File: src/rtl/serial_adder_n.sv
// Bit-serial adder: {cout,sum} = a + b + cin over WIDTH cycles, LSB first, with start/busy/done handshake.
// Optional signed-overflow flag 'ovf' is built when SERIAL_ADDER_OVF_EN is defined.
module serial_adder_n #(
    parameter int WIDTH = 8
) (
    input  logic             clk,
    input  logic             rst,
    input  logic             start,
    input  logic [WIDTH-1:0] a,
    input  logic [WIDTH-1:0] b,
    input  logic             cin,
    output logic             busy,
    output logic             done,
    output logic [WIDTH-1:0] sum,
    output logic             cout
`ifdef SERIAL_ADDER_OVF_EN
    ,
    output logic             ovf
`endif
);

    localparam int CNT_W = (WIDTH > 1) ? $clog2(WIDTH) : 1;

    typedef enum logic [1:0] {
        S_IDLE,
        S_RUN,
        S_DONE
    } state_t;

    state_t           r_state;
    state_t           w_state_nxt;
    logic [WIDTH-1:0] r_a_sr;
    logic [WIDTH-1:0] r_b_sr;
    logic [WIDTH-1:0] r_ps;
    logic [WIDTH-1:0] w_ps_nxt;
    logic             r_carry;
    logic [CNT_W-1:0] r_cnt;
    logic             w_accept;
    logic             w_last;
    logic             w_run;
    logic [1:0]       w_ha1;
    logic [1:0]       w_ha2;
    logic             w_s;
    logic             w_carry_nxt;

    // Returns {carry, sum} of a single half-adder stage.
    function automatic logic [1:0] half_add(input logic x, input logic y);
        return {x & y, x ^ y};
    endfunction

    assign w_run    = (r_state == S_RUN);
    assign w_accept = (r_state == S_IDLE) && start;
    assign w_last   = (r_cnt == CNT_W'(WIDTH - 1));

    // Full adder from two half-adder stages.
    assign w_ha1       = half_add(r_a_sr[0], r_b_sr[0]);
    assign w_ha2       = half_add(w_ha1[0], r_carry);
    assign w_s         = w_ha2[0];
    assign w_carry_nxt = w_ha1[1] | w_ha2[1];
    assign w_ps_nxt    = (r_ps >> 1) | (WIDTH'(w_s) << (WIDTH - 1));

    always_ff @(posedge clk or posedge rst) begin
        if (rst) begin
            r_state <= S_IDLE;
        end else begin
            r_state <= w_state_nxt;
        end
    end

    always_comb begin
        w_state_nxt = r_state;
        busy        = 1'b0;
        done        = 1'b0;
        case (r_state)
            S_IDLE: begin
                if (start) begin
                    w_state_nxt = S_RUN;
                end
            end
            S_RUN: begin
                busy = 1'b1;
                if (w_last) begin
                    w_state_nxt = S_DONE;
                end
            end
            S_DONE: begin
                done        = 1'b1;
                w_state_nxt = S_IDLE;
            end
            default: begin
                w_state_nxt = S_IDLE;
            end
        endcase
    end

    always_ff @(posedge clk or posedge rst) begin
        if (rst) begin
            r_cnt <= '0;
        end else if (w_accept) begin
            r_cnt <= '0;
        end else if (w_run && !w_last) begin
            r_cnt <= r_cnt + 1'b1;
        end
    end

    // Operand shifters and running carry: only meaningful between an accepted start and DONE.
    always_ff @(posedge clk) begin
        if (w_accept) begin
            r_a_sr  <= a;
            r_b_sr  <= b;
            r_carry <= cin;
            r_ps    <= '0;
        end else if (w_run) begin
            r_a_sr  <= r_a_sr >> 1;
            r_b_sr  <= r_b_sr >> 1;
            r_carry <= w_carry_nxt;
            r_ps    <= w_ps_nxt;
        end
    end

    always_ff @(posedge clk or posedge rst) begin
        if (rst) begin
            sum  <= '0;
            cout <= 1'b0;
        end else if (w_run && w_last) begin
            sum  <= w_ps_nxt;
            cout <= w_carry_nxt;
        end
    end

`ifdef SERIAL_ADDER_OVF_EN
    // On the last bit r_carry is the carry into the MSB.
    always_ff @(posedge clk or posedge rst) begin
        if (rst) begin
            ovf <= 1'b0;
        end else if (w_run && w_last) begin
            ovf <= r_carry ^ w_carry_nxt;
        end
    end
`endif

endmodule
File: config.mk
export PLATFORM = sky130hd
export DESIGN_NAME = serial_adder_n
export DESIGN_NICKNAME = d
export VERILOG_FILES = /design/src/rtl/serial_adder_n.sv
export SDC_FILE = /design/constraint.sdc
export NUM_CORES = 1
export LEC_CHECK = 0
export BUFFER_PORTS_ARGS = -buffer_cell sky130_fd_sc_hd__buf_2
export CAP_MARGIN = 20
export CORE_ASPECT_RATIO = 1.1
export CORE_MARGIN = 2
export CORE_UTILIZATION = 40
export CTS_CLUSTER_SIZE = 16
export DETAILED_ROUTE_END_ITERATION = 8
export MAX_ROUTING_LAYER = met4
export PLACE_DENSITY_LB_ADDON = 0.12
export SLEW_MARGIN = 5
export SYNTH_ARGS = -nofsm -noshare
export SYNTH_HDL_FRONTEND = slang
export SYNTH_SLANG_ARGS = --single-unit
File: constraint.sdc
create_clock -name clk -period 1.5 [get_ports clk]
set_input_delay 0.15 -clock clk [delete_from_list [all_inputs] [get_ports clk]]
set_output_delay 0.15 -clock clk [all_outputs]
set_load 0.02 [all_outputs]
Yosys cells after proc, flatten, opt, wreduce, memory -nomap -nowiden
Index checks and enable logic that the tools add are counted.

word-level totals
  bits in registers = 39
  word-level logic and storage cells = 41
  output and inout bits = 11
  input bits = 20

cells by class
  $add $sub $neg = 1
  bitwise operators = 6
  equality and inequality tests = 5
  muxes and demuxes = 13
  reductions and logical operators = 8

operator list
  cell                                                  count
  two-way mux 8 bit                                     4
  bitwise OR 7 x 8 -> 8 bit                             1
  two-way mux 3 bit                                     2
  two-way mux 1 bit                                     4
  two-way mux 2 bit                                     2
  != test 2 bit (second input constant)                 2
  case mux 2 bit (2 select lines)                       1
  nonzero test 2 bit                                    2
  adder 3 x 1 -> 3 bit (second input constant)          1
  equality test 3 bit (second input constant)           1
  logical AND 1 bit                                     3
  AND 1 bit                                             2
  equality test 2 x 1 -> 1 bit (second input constant)  1
  equality test 2 bit (second input constant)           1
  logical NOT 2 bit                                     1
  AND reduction 2 bit                                   1
  XOR 1 bit                                             2
  logical NOT 1 bit                                     1
  bitwise OR 1 bit                                      1

Longest topological paths before layout
Gate-level depths: netlist of the first run.

  depth after elaboration = 5
  mapped depth = 5
  depth with buffers taken out = 4

Worst setup path before layout of the first run
OpenSTA, ideal clock, no wires.

  kind = reg-to-reg
  start point = reg r_state[1]
  end point = reg r_a_sr[1] (data pin)
  library setup time = 0.260 ns
  arrival = 1.297 ns
  stages on the path, launching flop included = 4
  setup slack = -0.057 ns
  clock period less this slack = 1.557 ns
  buffers on the path = 1
  cell sequence = dfrtp_1 -> nor3b_4 -> buf_6 -> mux2_2

between the ends
  cells in the longest elaborated chain, start to end = 3

ends and longest elaborated chain
  what                      RTL line  RTL
  start: declaration        30        state_t r_state;
  start signal: assignment  66        r_state <= w_state_nxt;
  logical NOT 2 bit         52        assign w_accept = (r_state == S_IDLE) && start;
  logical AND 1 bit         52
  two-way mux 8 bit         108       if (w_accept) begin
  end signal: assignment    114       r_a_sr <= r_a_sr >> 1;
  end: declaration          32        logic [WIDTH-1:0] r_a_sr;

No other way between the ends.
A chain may end at the register's enable or synchronous reset.

Worst setup path in the final report of the first run
  start point = reg r_state[0]
  end point = reg r_b_sr[6] (data pin)

between the ends
  cells in the longest elaborated chain, start to end = 3

ends and longest elaborated chain
  what                    RTL line  RTL
  logical NOT 2 bit       52
  logical AND 1 bit       52
  two-way mux 8 bit       108
  end signal: assignment  115       r_b_sr <= r_b_sr >> 1;
  end: declaration        33        logic [WIDTH-1:0] r_b_sr;

No other way between the ends.

==> results.md, run 1 <==
Power and ir drop:
- The worst-case vdd ir drop is 0.001006 V.
- The leakage power figure is 0.9563 nW.
- The share of total power dissipated in sequential elements is 0.443.
- The switching power total is 1.265 mW.
- Power spread over the standard cell area amounts to 2055 nW/um^2.
- The clock network fraction of design power is 0.168.
- The fraction of power consumed by combinational cells is 0.389.
- Of the total power, the share spent switching nets is 0.2944.
- Cell internal power was estimated by the tool at 3.032 mW.

Floorplanning:
- The height of the die is 69.64 microns.
- The placeable core region is 3712 sq um.
- The floorplan row count is 23.
- During I/O placement, the number of pins put on the boundary was 31.
- The die outline area is 4433 sq um.
- The initial standard-cell utilization of the core is 0.4220.
- The floorplan step set the die width to 63.67 microns.

Place:
- The number of port buffers is 30.
- The final weighted congestion in routability-driven placement is 0.6702.
- The detailed placement HPWL is 1830 microns.

Timing:
- The smallest clock period supported by the final layout is computed as 1.471 ns.
- The actual slew at the worst max-slew pin is 0.5546 ns.
- The number of setup violations in the final report is 0.
- The final hold slack is 0.1367 ns.
- Based on the critical path, the design can be clocked at up to 0.6799 GHz.
- The count of final max-slew check failures was 0.
- In the finished design, the share of the clock period the worst path needs comes to 0.9806.
- The clock skew is 0.004818 ns.
- The number of hold violations in the final report is 0.
- Setup repair after global routing could not meet its margin everywhere.
- Measured against its own limit, the worst slew margin works out to 0.6299.

Logic synthesis:
- The gate count of the mapped netlist is 97.
- The dominant cell type by area after synthesis is sky130_fd_sc_hd__edfxtp_1.
- The mean area per synthesized cell is 16.15 sq um.
- The share of the Yosys chip area taken by registers is 0.6390.
- In the post-synthesis netlist, the biggest area contributors are sky130_fd_sc_hd__edfxtp_1 33%, sky130_fd_sc_hd__dfrtp_1 22%, sky130_fd_sc_hd__mux2_2 17%.
- The net count after synthesis is 120.
- In this run, synthesis produced a sequential element count of 38.
- The warning count from the yosys run is 0.
- The share of synthesized area in the top cell type comes to 0.3259.
- Counting flops with a built-in enable in the synthesized netlist gives 17.
- The area of the mapped netlist is 1567 sq um.
- The most used flip-flop cell after synthesis is sky130_fd_sc_hd__edfxtp_1.
- Counting distinct cell types in the post-synthesis netlist gives 22.
- The share of flip-flops with an asynchronous set or reset is 0.3684.

Cells and area:
- Once layout is complete, the utilization of the core stands at 0.5632.
- Fill cells in the final layout number 306.
- The share of post-route cells with drive strength above 1 is 0.5833.
- The final net count is 166.
- The number of antenna diodes in the final layout is 0.
- The layout overhead on the synthesized area is 33.47%.

Global route:
- After global routing the overflow that remains totals 0.
- For this run, the total global-route usage over all layers was measured as 0.1352.
- The first global-routing pass estimated 4485 microns of wire.
- The number of global-route vias before repair came to 958.
- The initial antenna violation count is 0.
- Entering global routing, the biggest net connects 18 pins.

Drt:
- After detailed routing, the average wire length per cell comes to 13.61 microns.
- The via count is 950.
- The first detailed-routing pass ran for 5 iterations.
- The final layout contains routed wiring with a total length of 2641 microns.
- The post-detailed-route count of antenna-violating nets is 0.
- The final routed DRC violation total is 0.
- The first-iteration detailed-routing DRC count is 44.
- In the routed layout, each cell is associated on average with a via count of 4.897.

Critical path:
- The critical path's slowest cell is sky130_fd_sc_hd__dfrtp_1.
- The maximum fanout along the worst path is 4.
- STA puts the critical path data arrival time at 1.51 ns.
- For this run, the slowest stage of the critical path takes 0.42 ns.
- Data on the critical path is required at its endpoint by 1.54 ns.
- The cell count of the worst reg-to-reg path is 4.
- Setup slack on the worst reg-to-reg path comes out at 0.03 ns.
- The signal on the critical path passes through nor3b_4 -> buf_6 -> clkbuf_16 -> mux2_2.
- The kind of launch point of the worst setup path is a flip-flop.
- The endpoint type of the worst setup path is a flip-flop.
- Tracing the worst setup path back leads to its startpoint at r_state[0]$_DFFE_PP0P_.
- In this run the critical register-to-register path is launched from r_state[0]$_DFFE_PP0P_.
- The critical path is of the flip-flop to flip-flop type.

Worst hold path:
- The launch point of the worst hold path is a[7].
- Counting instances, the worst hold path has a depth of 2.
- The min-delay analysis places its worst path in the category input pin to flip-flop.

Flow run:
- The tool flagged a number of max-cap violations equal to 0.

CTS:
- The maximum number of buffers from clock root to sink is 2.
- After clock tree synthesis, the clock-pin slew on the worst setup and hold paths is 0.07 ns.
- Clock tree synthesis selected as its root buffer the cell sky130_fd_sc_hd__clkbuf_8.
- The clock drives 38 sinks.
- For the worst-skew pair, the clock arrives at the later sink with an insertion delay of 0.28 ns.
- TritonCTS created 5 clock buffers.
- The level count of the clock H-tree is 2.
- The clock tree from TritonCTS is built.

Status:
- The run finished with clean final reports.
layer usage:
layer,up-vias,track usage,share of wire
met5,-,-,0
met4,0,0.06522,0.020
met3,5,0.04870,0.057
met2,25,0.2070,0.50
met1,464,0.1573,0.42
li1,456,-,-
cell usage in the layout (no fill, tap or decap), drive strengths merged, types with 2 or more instances in the layout:
master	count
buf	41
mux2	24
edfxtp	17
dfrtp	14
clkbuf	8
a22o	7
dfxtp	7
a211o	3
and3	3
inv	3
and4bb	2
and2	2
ha	2
critical path, delay by kind of cell, from the launching register on:
family	cells	cell delay, ns
buffers and inverters	2	0.29
muxes	1	0.32
DFF	1	0.42
and+or+nand+nor	1	0.20
cells by family (layout without fill, tap and decap cells):
logic type	Yosys count	count (layout)	synth area share
AND/OR/NAND/NOR	12	12	0.06710
multiplexers	24	24	0.1725
adder cells (fa/ha/maj)	3	3	0.02875
buffers and inverters	8	55	0.02875
AO/OA/AOI/OAI	12	12	0.06390
flip-flops	38	38	0.6390
power groups by stage:
stage,sequential (mW),combinational (mW),clock [mW]
global route,1.96,1.82,0.804
floorplan,2.01,0.957,0
finish,1.90,1.67,0.721
CTS,1.90,1.61,0.747
global placement,1.90,1.45,0
detailed placement,1.93,1.50,0
path summary, 6_finish.rpt:
check                                          end
min reg2reg                   r_ps[1]$_SDFFE_PP0N_
min                        r_a_sr[7]$_SDFFCE_PN0P_
max reg2reg                    r_b_sr[6]$_DFFE_PP_
min in group asynchronous     r_cnt[2]$_DFFE_PP0P_
max                            r_b_sr[6]$_DFFE_PP_
max in group asynchronous   r_state[1]$_DFFE_PP0P_
metrics by stage:
stage / worst slack, ns / total power, mW / TNS, ns / instance area (sq um) / std cells
after floorplan: -0.03610 / 2.967 / -0.2888 / 1603 / 97
after global placement: 0.03968 / 3.353 / 0 / 1859 / 179
after detailed placement: 0.002484 / 3.424 / 0 / 1859 / 179
after CTS: 0.002380 / 4.257 / 0 / 2003 / 191
after global routing: -0.01120 / 4.589 / -0.07251 / 2091 / 194
final: 0.02913 / 4.297 / 0 / 2091 / 194
cell type report:
type	count	area, sq um	share of cell area
Tap cell	50	62.56	0.02992
Timing Repair Buffer	44	336.6	0.1610
Inverter	3	15.01	0.007181
Clock inverter	2	11.26	0.005386
Multi-Input combinational cell	51	580.6	0.2777
Sequential cell	38	1002	0.4794
Clock buffer	6	82.58	0.03950
cell usage after synthesis (2+ instances only):
cell	instances
sky130_fd_sc_hd__buf_2	3
sky130_fd_sc_hd__and4bb_2	2
sky130_fd_sc_hd__ha_1	2
sky130_fd_sc_hd__inv_1	3
sky130_fd_sc_hd__a22o_1	7
sky130_fd_sc_hd__edfxtp_1	17
sky130_fd_sc_hd__and2_1	2
sky130_fd_sc_hd__and3_1	3
sky130_fd_sc_hd__mux2_2	24
sky130_fd_sc_hd__dfrtp_1	14
sky130_fd_sc_hd__a211o_1	3
sky130_fd_sc_hd__dfxtp_1	7
registers in the layout, indices dropped and copies added, names as in the netlist:
register and count:
cout 1, r_a_sr 8, r_b_sr 8, r_carry 1
r_cnt 3, r_ps 7, r_state 2, sum 8
timing repair:
action / in CTS / in global routing
setup endpoints to repair: 8 / 15
setup buffers: 3 / 1
hold buffers: 1 / 0
endpoints found under the hold margin: 14 / 0
pin swaps: 0 / 0
cloned: 0 / 2
gates resized for setup: 3 / 7
(Power assumes the default switching activity.)
==> run 2: changes to the inputs <==
==> constraint.sdc (replaced) <==
create_clock -name clk -period 1.29 [get_ports clk]
set_input_delay 0.129 -clock clk [delete_from_list [all_inputs] [get_ports clk]]
set_output_delay 0.129 -clock clk [all_outputs]
set_load 0.02 [all_outputs]
==> run 2 against run 1 <==
The run now ends with setup timing left; sequential power rose by 17%; utilization rose by 1.4 points; global-route usage rose by 0.36 points; clock skew barely moved; combinational power rose by 29%; die area did not move; clock-buffer cell count did not move; largest cell class unchanged.
==> results.md, run 2 (synthesis gave the netlist of run 1 again) <==
Status:
- The run finished, with violations left.
- The final reports fail on setup timing.

CTS:
- After clock tree synthesis, the clock-pin slew on the worst setup and hold paths is 0.07 ns.
- CTS saw 38 sinks.
- The level count of the clock H-tree is 2.
- Buffers inserted during clock tree synthesis total 5.
- The tree is rooted in a sky130_fd_sc_hd__clkbuf_8.
- The maximum number of buffers from clock root to sink is 2.
- The clock tree from TritonCTS is built.
- The source-to-sink clock delay at the later pin of the worst-skew pair is 0.28 ns.

Worst hold path:
- The startpoint identified for the worst hold timing path is a[7].
- The tightest min-delay check is of the input pin to flip-flop type.
- Counting instances, the worst hold path has a depth of 2.
- The path with the worst hold slack has its endpoint at r_a_sr[7]$_SDFFCE_PN0P_.

Critical path:
- The number of cells on the worst reg-to-reg path is 5.
- The reg-to-reg endpoint is sum[2]$_DFFE_PP0P_.
- The kind of critical path is flip-flop to flip-flop.
- Data on the critical path is required at its endpoint by 1.46 ns.
- The worst setup path is launched from a flip-flop.
- The launching element of the worst setup path is r_cnt[0]$_DFFE_PP0P_.
- For the worst setup path, the data arrival time is 1.62 ns.
- The minimum setup slack among reg-to-reg paths is -0.16 ns.
- The maximum fanout along the worst path is 10.
- The reg-to-reg startpoint is r_cnt[0]$_DFFE_PP0P_.
- The endpoint type of the worst setup path is a flip-flop.

Cells and area:
- The final net count is 167.
- The final cell utilization of the core is 0.5777.
- In the layout the commonest cells are 28 x sky130_fd_sc_hd__buf_2, 22 x sky130_fd_sc_hd__mux2_4, 17 x sky130_fd_sc_hd__edfxtp_1, 14 x sky130_fd_sc_hd__dfrtp_1, 11 x sky130_fd_sc_hd__buf_4.
- In the final layout, the registers with the most flip-flops are r_a_sr (8), r_b_sr (8), sum (8).
- The library cell used most frequently in the layout, excluding fill and tap cells, is sky130_fd_sc_hd__buf_2.
- With fillers left out, the area of the finished cells amounts to 2145 sq um.
- The antenna diode instance count is 0.
- The layout overhead on the synthesized area is 36.90%.
- Of the cells placed in the final design, the portion with a size suffix greater than 1 is 0.6000.

Timing:
- The setup slack of the critical path after layout is -0.1585 ns.
- The smallest clock period supported by the final layout is computed as 1.449 ns.
- The number of hold violations in the final report is 0.
- The worst pin sits at a relative slew slack of 0.6358.
- The clock skew is 0.004544 ns.
- The count of final max-slew check failures is 0.
- For the pin with the worst max-slew slack, the measured transition is 0.5458 ns.
- The number of setup violations in the final report is 32.
- Setup repair after global routing could not meet its margin everywhere.
- The final clock period utilization by the worst path is 1.123.
- Summed over all failing endpoints, the final setup total negative slack is -3.591 ns.
- The upper clock frequency limit is 0.6904 GHz.

Global route:
- The number of global-route vias before repair is 984.
- The initial antenna violation count is 0.
- The wire length of the first global-routing pass is 4574 microns.
- The pin count of the biggest net entering global routing is 18.
- The global routing usage summed across all routing layers is 0.1388.
- Global routing finished with a remaining overflow of 0.

Power and ir drop:
- The worst-case IR drop observed on VDD is 0.0008104 V.
- For this design the ratio of total power to cell area is 2452 nW/um^2.
- For this design the static power due to leakage is 1.006 nW.

Drt:
- The via count is 944.
- The total routed wirelength is 2683 microns.
- After the first detailed-routing iteration, the DRC count stood at 49.
- The post-detailed-route count of antenna-violating nets is 0.
- The ratio of routed vias to standard cells is 4.841.
- The number of detailed-route iterations in the first pass is 4.
- The final routed DRC violation total is 0.
- After detailed routing, the average wire length per cell comes to 13.76 microns.

Place:
- The number of port buffers is 30.
- After detailed placement, the total cell area comes to 1944 sq um.
- At the end of routability-driven placement, the weighted congestion stood at 0.8199.
- The detailed placement HPWL is 1861 microns.

Floorplanning:
- The die covers 4433 sq um.
- For this configuration, the core starts out at a cell density of 0.4220.
- From bottom edge to top edge, the die measures 69.64 microns.
- From left edge to right edge, the die measures 63.67 microns.
- The number of top-level design ports is 31.
- In this run the standard cell core region covers 3712 sq um.
- The initialized floorplan defines 23 standard-cell rows.

Flow run:
- The number of maximum-capacitance violations is 0.
## run 2: repair_timing
item	CTS	global route
setup buffers	4	1
hold endpoints to repair	14	0
pin swaps	1	7
gates resized for setup	8	6
hold buffers	1	0
endpoints found under the setup margin	53	53
## run 2: metrics by stage
| stage | cells | worst slack (ns) | hold WS [ns] | power (mW) |
|---|---|---|---|---|
| after floorplan | 97 | -0.2443 | 0.01822 | 3.616 |
| after global placement | 182 | -0.1229 | 0.2030 | 4.141 |
| after CTS | 194 | -0.1600 | 0.1073 | 5.256 |
| after detailed placement | 182 | -0.1925 | 0.2050 | 4.227 |
| final | 195 | -0.1585 | 0.1164 | 5.259 |
| after global routing | 195 | -0.2073 | 0.1246 | 5.604 |
## run 2: layout make-up
type	count	area [sq um]
clock inverters	2	10.01
repair buffers	45	315.3
flip-flops and latches	38	1001
well taps	50	62.56
inverters	3	15.01
clock buffers	6	93.84
multi-input cells	51	646.9
fillers	316	1568
## run 2: how the worst max path moves through the flow
stage,to,slack (ns),cells past startpoint
global route,sum[2]$_DFFE_PP0P_,-0.21,5
global placement,r_cnt[2]$_DFFE_PP0P_,-0.12,5
CTS,sum[5]$_DFFE_PP0P_,-0.16,5
detailed placement,r_a_sr[7]$_SDFFCE_PN0P_,-0.19,4
finish,sum[2]$_DFFE_PP0P_,-0.16,5
floorplan,r_a_sr[1]$_DFFE_PP_,-0.24,3
## run 2: metal layers
| layer | up-vias | part of all wire | track usage |
|---|---|---|---|
| li1 | 458 | - | - |
| met1 | 457 | 0.43 | 0.1638 |
| met2 | 22 | 0.50 | 0.2140 |
| met3 | 7 | 0.047 | 0.04545 |
| met4 | 0 | 0.020 | 0.06522 |
| met5 | - | 0 | - |
## run 2: report_power, final
group	internal (mW)	switching, mW	total (mW)
sequential	1.95	0.274	2.22
clock	0.490	0.388	0.878
combinational	1.31	0.854	2.16
total	3.74	1.52	5.26
## run 2: critical path: stages, from the launching register on
cell and delay [ns]:
sky130_fd_sc_hd__dfrtp_1 0.39, sky130_fd_sc_hd__ha_2 0.21, sky130_fd_sc_hd__ha_4 0.16, sky130_fd_sc_hd__nand3b_1 0.12, sky130_fd_sc_hd__buf_12 0.16, sky130_fd_sc_hd__mux2_4 0.30
==> run 3: changes to the inputs <==
--- a/config.mk
+++ b/config.mk
@@ -5,13 +5,13 @@
 export SDC_FILE = /design/constraint.sdc
 export NUM_CORES = 1
 export LEC_CHECK = 0
-export BUFFER_PORTS_ARGS = -buffer_cell sky130_fd_sc_hd__buf_2
 export CAP_MARGIN = 20
 export CORE_ASPECT_RATIO = 1.1
 export CORE_MARGIN = 2
 export CORE_UTILIZATION = 40
 export CTS_CLUSTER_SIZE = 16
 export DETAILED_ROUTE_END_ITERATION = 8
+export DONT_BUFFER_PORTS = 1
 export MAX_ROUTING_LAYER = met4
 export PLACE_DENSITY_LB_ADDON = 0.12
 export SLEW_MARGIN = 5
==> constraint.sdc (replaced) <==
create_clock -name clk -period 1.28 [get_ports clk]
set_input_delay 0.128 -clock clk [delete_from_list [all_inputs] [get_ports clk]]
set_output_delay 0.128 -clock clk [all_outputs]
set_load 0.02 [all_outputs]
==> run 3 against run 2 <==
The flow still finishes with violations (setup timing); critical path type unchanged; wire length grew 2.5%; non-clock buffer count shrank 24; utilization shrank 1.5 points; setup slack lost 0.027 ns; power grew 5.1%; sequential power grew 9.5%; via count shrank 8.5%; die area is the same; first-iteration DRC count shrank 33%; final area shrank 2.6%; combinational power shrank 11%.
==> results.md, run 3 (synthesis gave the netlist of run 1 again) <==
Timing:
- Derived from the worst setup path, the maximum achievable clock frequency is 0.6823 GHz.
- The number of hold violations in the final report is 0.
- Setup repair after global routing could not meet its margin everywhere.
- The setup slack of the critical path after layout is -0.1856 ns.
- Of the available clock period, the critical path in the final layout requires 1.145.
- Setup violations remaining at the end of the flow were counted as 29.
- The count of final max-slew check failures is 0.
- The worst slew margin relative to its limit is 0.6376.
- The clock arrives with 0.002339 ns of skew.
- At the pin with the least slew margin, the transition time is 0.5430 ns.
- After layout, the minimum clock period comes to 1.466 ns.

Cells and area:
- The area used by multi-input combinational logic is 654.4 sq um.
- Across the whole layout, storage elements account for 1001 sq um.
- The library cell used most frequently in the layout, excluding fill and tap cells, is sky130_fd_sc_hd__mux2_4.
- The largest registers in the layout are r_a_sr (8), r_b_sr (8), sum (8).
- The repair_antennas step left the layout with diodes totalling 0.
- Of the cells placed in the final design, the portion with a size suffix greater than 1 is 0.5372.
- The final net count is 143.
- The top cell types in the final layout, fill and taps aside, are 22 x sky130_fd_sc_hd__mux2_4, 17 x sky130_fd_sc_hd__edfxtp_1, 14 x sky130_fd_sc_hd__dfrtp_1, 9 x sky130_fd_sc_hd__buf_6, 9 x sky130_fd_sc_hd__buf_4.
- Fill cells in the final layout number 287.
- The layout overhead on the synthesized area is 33.39%.

Drt:
- Before antenna repair, the detailed router went through 4 iterations.
- Summed over all layers, the routed wires come to 2749 microns.
- Dividing the detail-routed wire length by the instance count gives 16.08 microns.
- For this block, the via count after detailed routing is 864.
- The detailed router finished its first iteration with 33 violations.
- The final routed DRC violation total is 0.
- The ratio of routed vias to standard cells is 5.053.
- In this run the remaining antenna-violating nets after routing total 0.

CTS:
- The tree is rooted in a sky130_fd_sc_hd__clkbuf_8.
- The clock tree from TritonCTS is built.
- CTS saw 38 sinks.
- The CTS clock-pin slew for the worst setup and hold paths is 0.07 ns.
- Clock latency on the worst-skew pair, taken at its later pin, is 0.29 ns.
- The number of CTS-inserted buffers is 5.
- In this run the deepest clock path goes through 2 buffers.
- The level count of the clock H-tree is 2.

Critical path:
- The minimum setup slack among reg-to-reg paths is -0.19 ns.
- The kind of critical path is flip-flop to flip-flop.
- Along the worst path, the maximum fanout reaches 16.
- STA puts the critical path data arrival time at 1.51 ns.
- The data required time at the worst endpoint is 1.32 ns.
- The kind of launch point of the worst setup path is a flip-flop.
- The endpoint type of the worst setup path is a flip-flop.

Global route:
- The global routing usage summed across all routing layers is 0.1396.
- The initial antenna violation count is 0.
- The first global-routing pass estimated 4609 microns of wire.
- The number of global-route vias before repair is 928.
- Global routing finished with a remaining overflow of 0.
- Entering global routing, the biggest net connects 17 pins.

Floorplanning:
- The die outline area is 4433 sq um.
- Row generation in the floorplan step produced 23 rows.
- The initial utilization of the core area, before any placement, comes to 0.4220.
- The height of the die is 69.64 microns.
- During I/O placement, the number of pins put on the boundary was 31.
- Measured along the x axis, the die boundary spans 63.67 microns.
- The placeable core region is 3712 sq um.

Place:
- At the end of routability-driven placement, the weighted congestion stood at 0.8263.
- Detailed placement finished with a half-perimeter wire length of 1785 microns.
- The pre-CTS setup slack is -0.1784 ns.
- The count of buffers added on input and output ports is 0.

Power and ir drop:
- Of the total power, the clock network draws 0.213.
- Of the total power, combinational logic draws 0.347.
- For this design the ratio of total power to cell area is 2644 nW/um^2.
- The total internal power is 3.973 mW.
- The leakage power figure is 0.9254 nW.
- The share of total power dissipated in sequential elements is 0.439.
- The overall power is 5.525 mW.
- The worst-case vdd ir drop is 0.001010 V.
- Of the total power, the share spent switching nets is 0.2808.
- Summed over all nets, the switching power comes to 1.551 mW.

Flow run:
- The number of maximum-capacitance violations is 0.

Status:
- The run finished, with violations left.
- The final reports fail on setup timing.

Worst hold path:
- The worst min-delay path class is input pin to flip-flop.
run 3: path summary, 6_finish.rpt:
check | depth (start not counted) | to | start
max reg2reg | 3 | r_b_sr[4]$_DFFE_PP_ | r_state[0]$_DFFE_PP0P_
min in group asynchronous | 2 | r_cnt[1]$_DFFE_PP0P_ | rst
max in group asynchronous | 2 | sum[0]$_DFFE_PP0P_ | rst
min reg2reg | 1 | r_ps[1]$_SDFFE_PP0N_ | r_ps[1]$_SDFFE_PP0N_
min | 1 | r_b_sr[7]$_SDFFCE_PN0P_ | b[7]
max | 3 | r_b_sr[4]$_DFFE_PP_ | r_state[0]$_DFFE_PP0P_
run 3: cell type report:
class / instances / share of cell area
clock buffers: 7 / 0.05150
inverters: 3 / 0.007186
clock inverters: 1 / 0.01437
repair buffers: 21 / 0.1048
well taps: 50 / 0.02994
multi-input cells: 51 / 0.3132
flip-flops and latches: 38 / 0.4790
run 3: worst max-delay path, cell delays in order, from the launching register on:
cell and delay [ns]:
sky130_fd_sc_hd__dfrtp_1 0.42, sky130_fd_sc_hd__nor3b_4 0.25, sky130_fd_sc_hd__buf_12 0.20, sky130_fd_sc_hd__mux2_2 0.34
run 3: power groups by stage:
stage	combinational, mW	sequential (mW)	clock [mW]
after detailed placement	1.68	2.45	0
after global placement	1.62	2.43	0
after CTS	1.79	2.43	1.21
after floorplan	1.27	2.38	0
final	1.92	2.43	1.18
after global routing	2.09	2.51	1.26
run 3: timing repair:
item,in CTS,in global routing
setup buffers,3,2
endpoints found under the hold margin,14,0
pin swaps,7,6
hold buffers,1,0
gates resized for setup,6,15
setup endpoints to repair,53,54
run 3: stage by stage:
step / std cells / util / TNS [ns] / area (sq um) / hold WS (ns)
after floorplan: 97 / - / -4.625 / 1663 / 0.01722
after global placement: 157 / 0.4901 / -5.777 / 1819 / 0.09730
after detailed placement: 157 / 0.4901 / -6.915 / 1819 / 0.1045
after CTS: 169 / 0.5426 / -4.826 / 2014 / 0.02687
after global routing: 171 / 0.5629 / -6.609 / 2090 / 0.02986
final: 171 / 0.5629 / -4.389 / 2090 / 0.03795
run 3: routing by layer:
layer / GRT usage / wire length (microns) / part of all wire
met1: 0.1714 / 1248 / 0.45
met2: 0.2058 / 1299 / 0.47
met3: 0.05357 / 165 / 0.060
met4: 0.05797 / 35 / 0.013
met5: - / 0 / 0
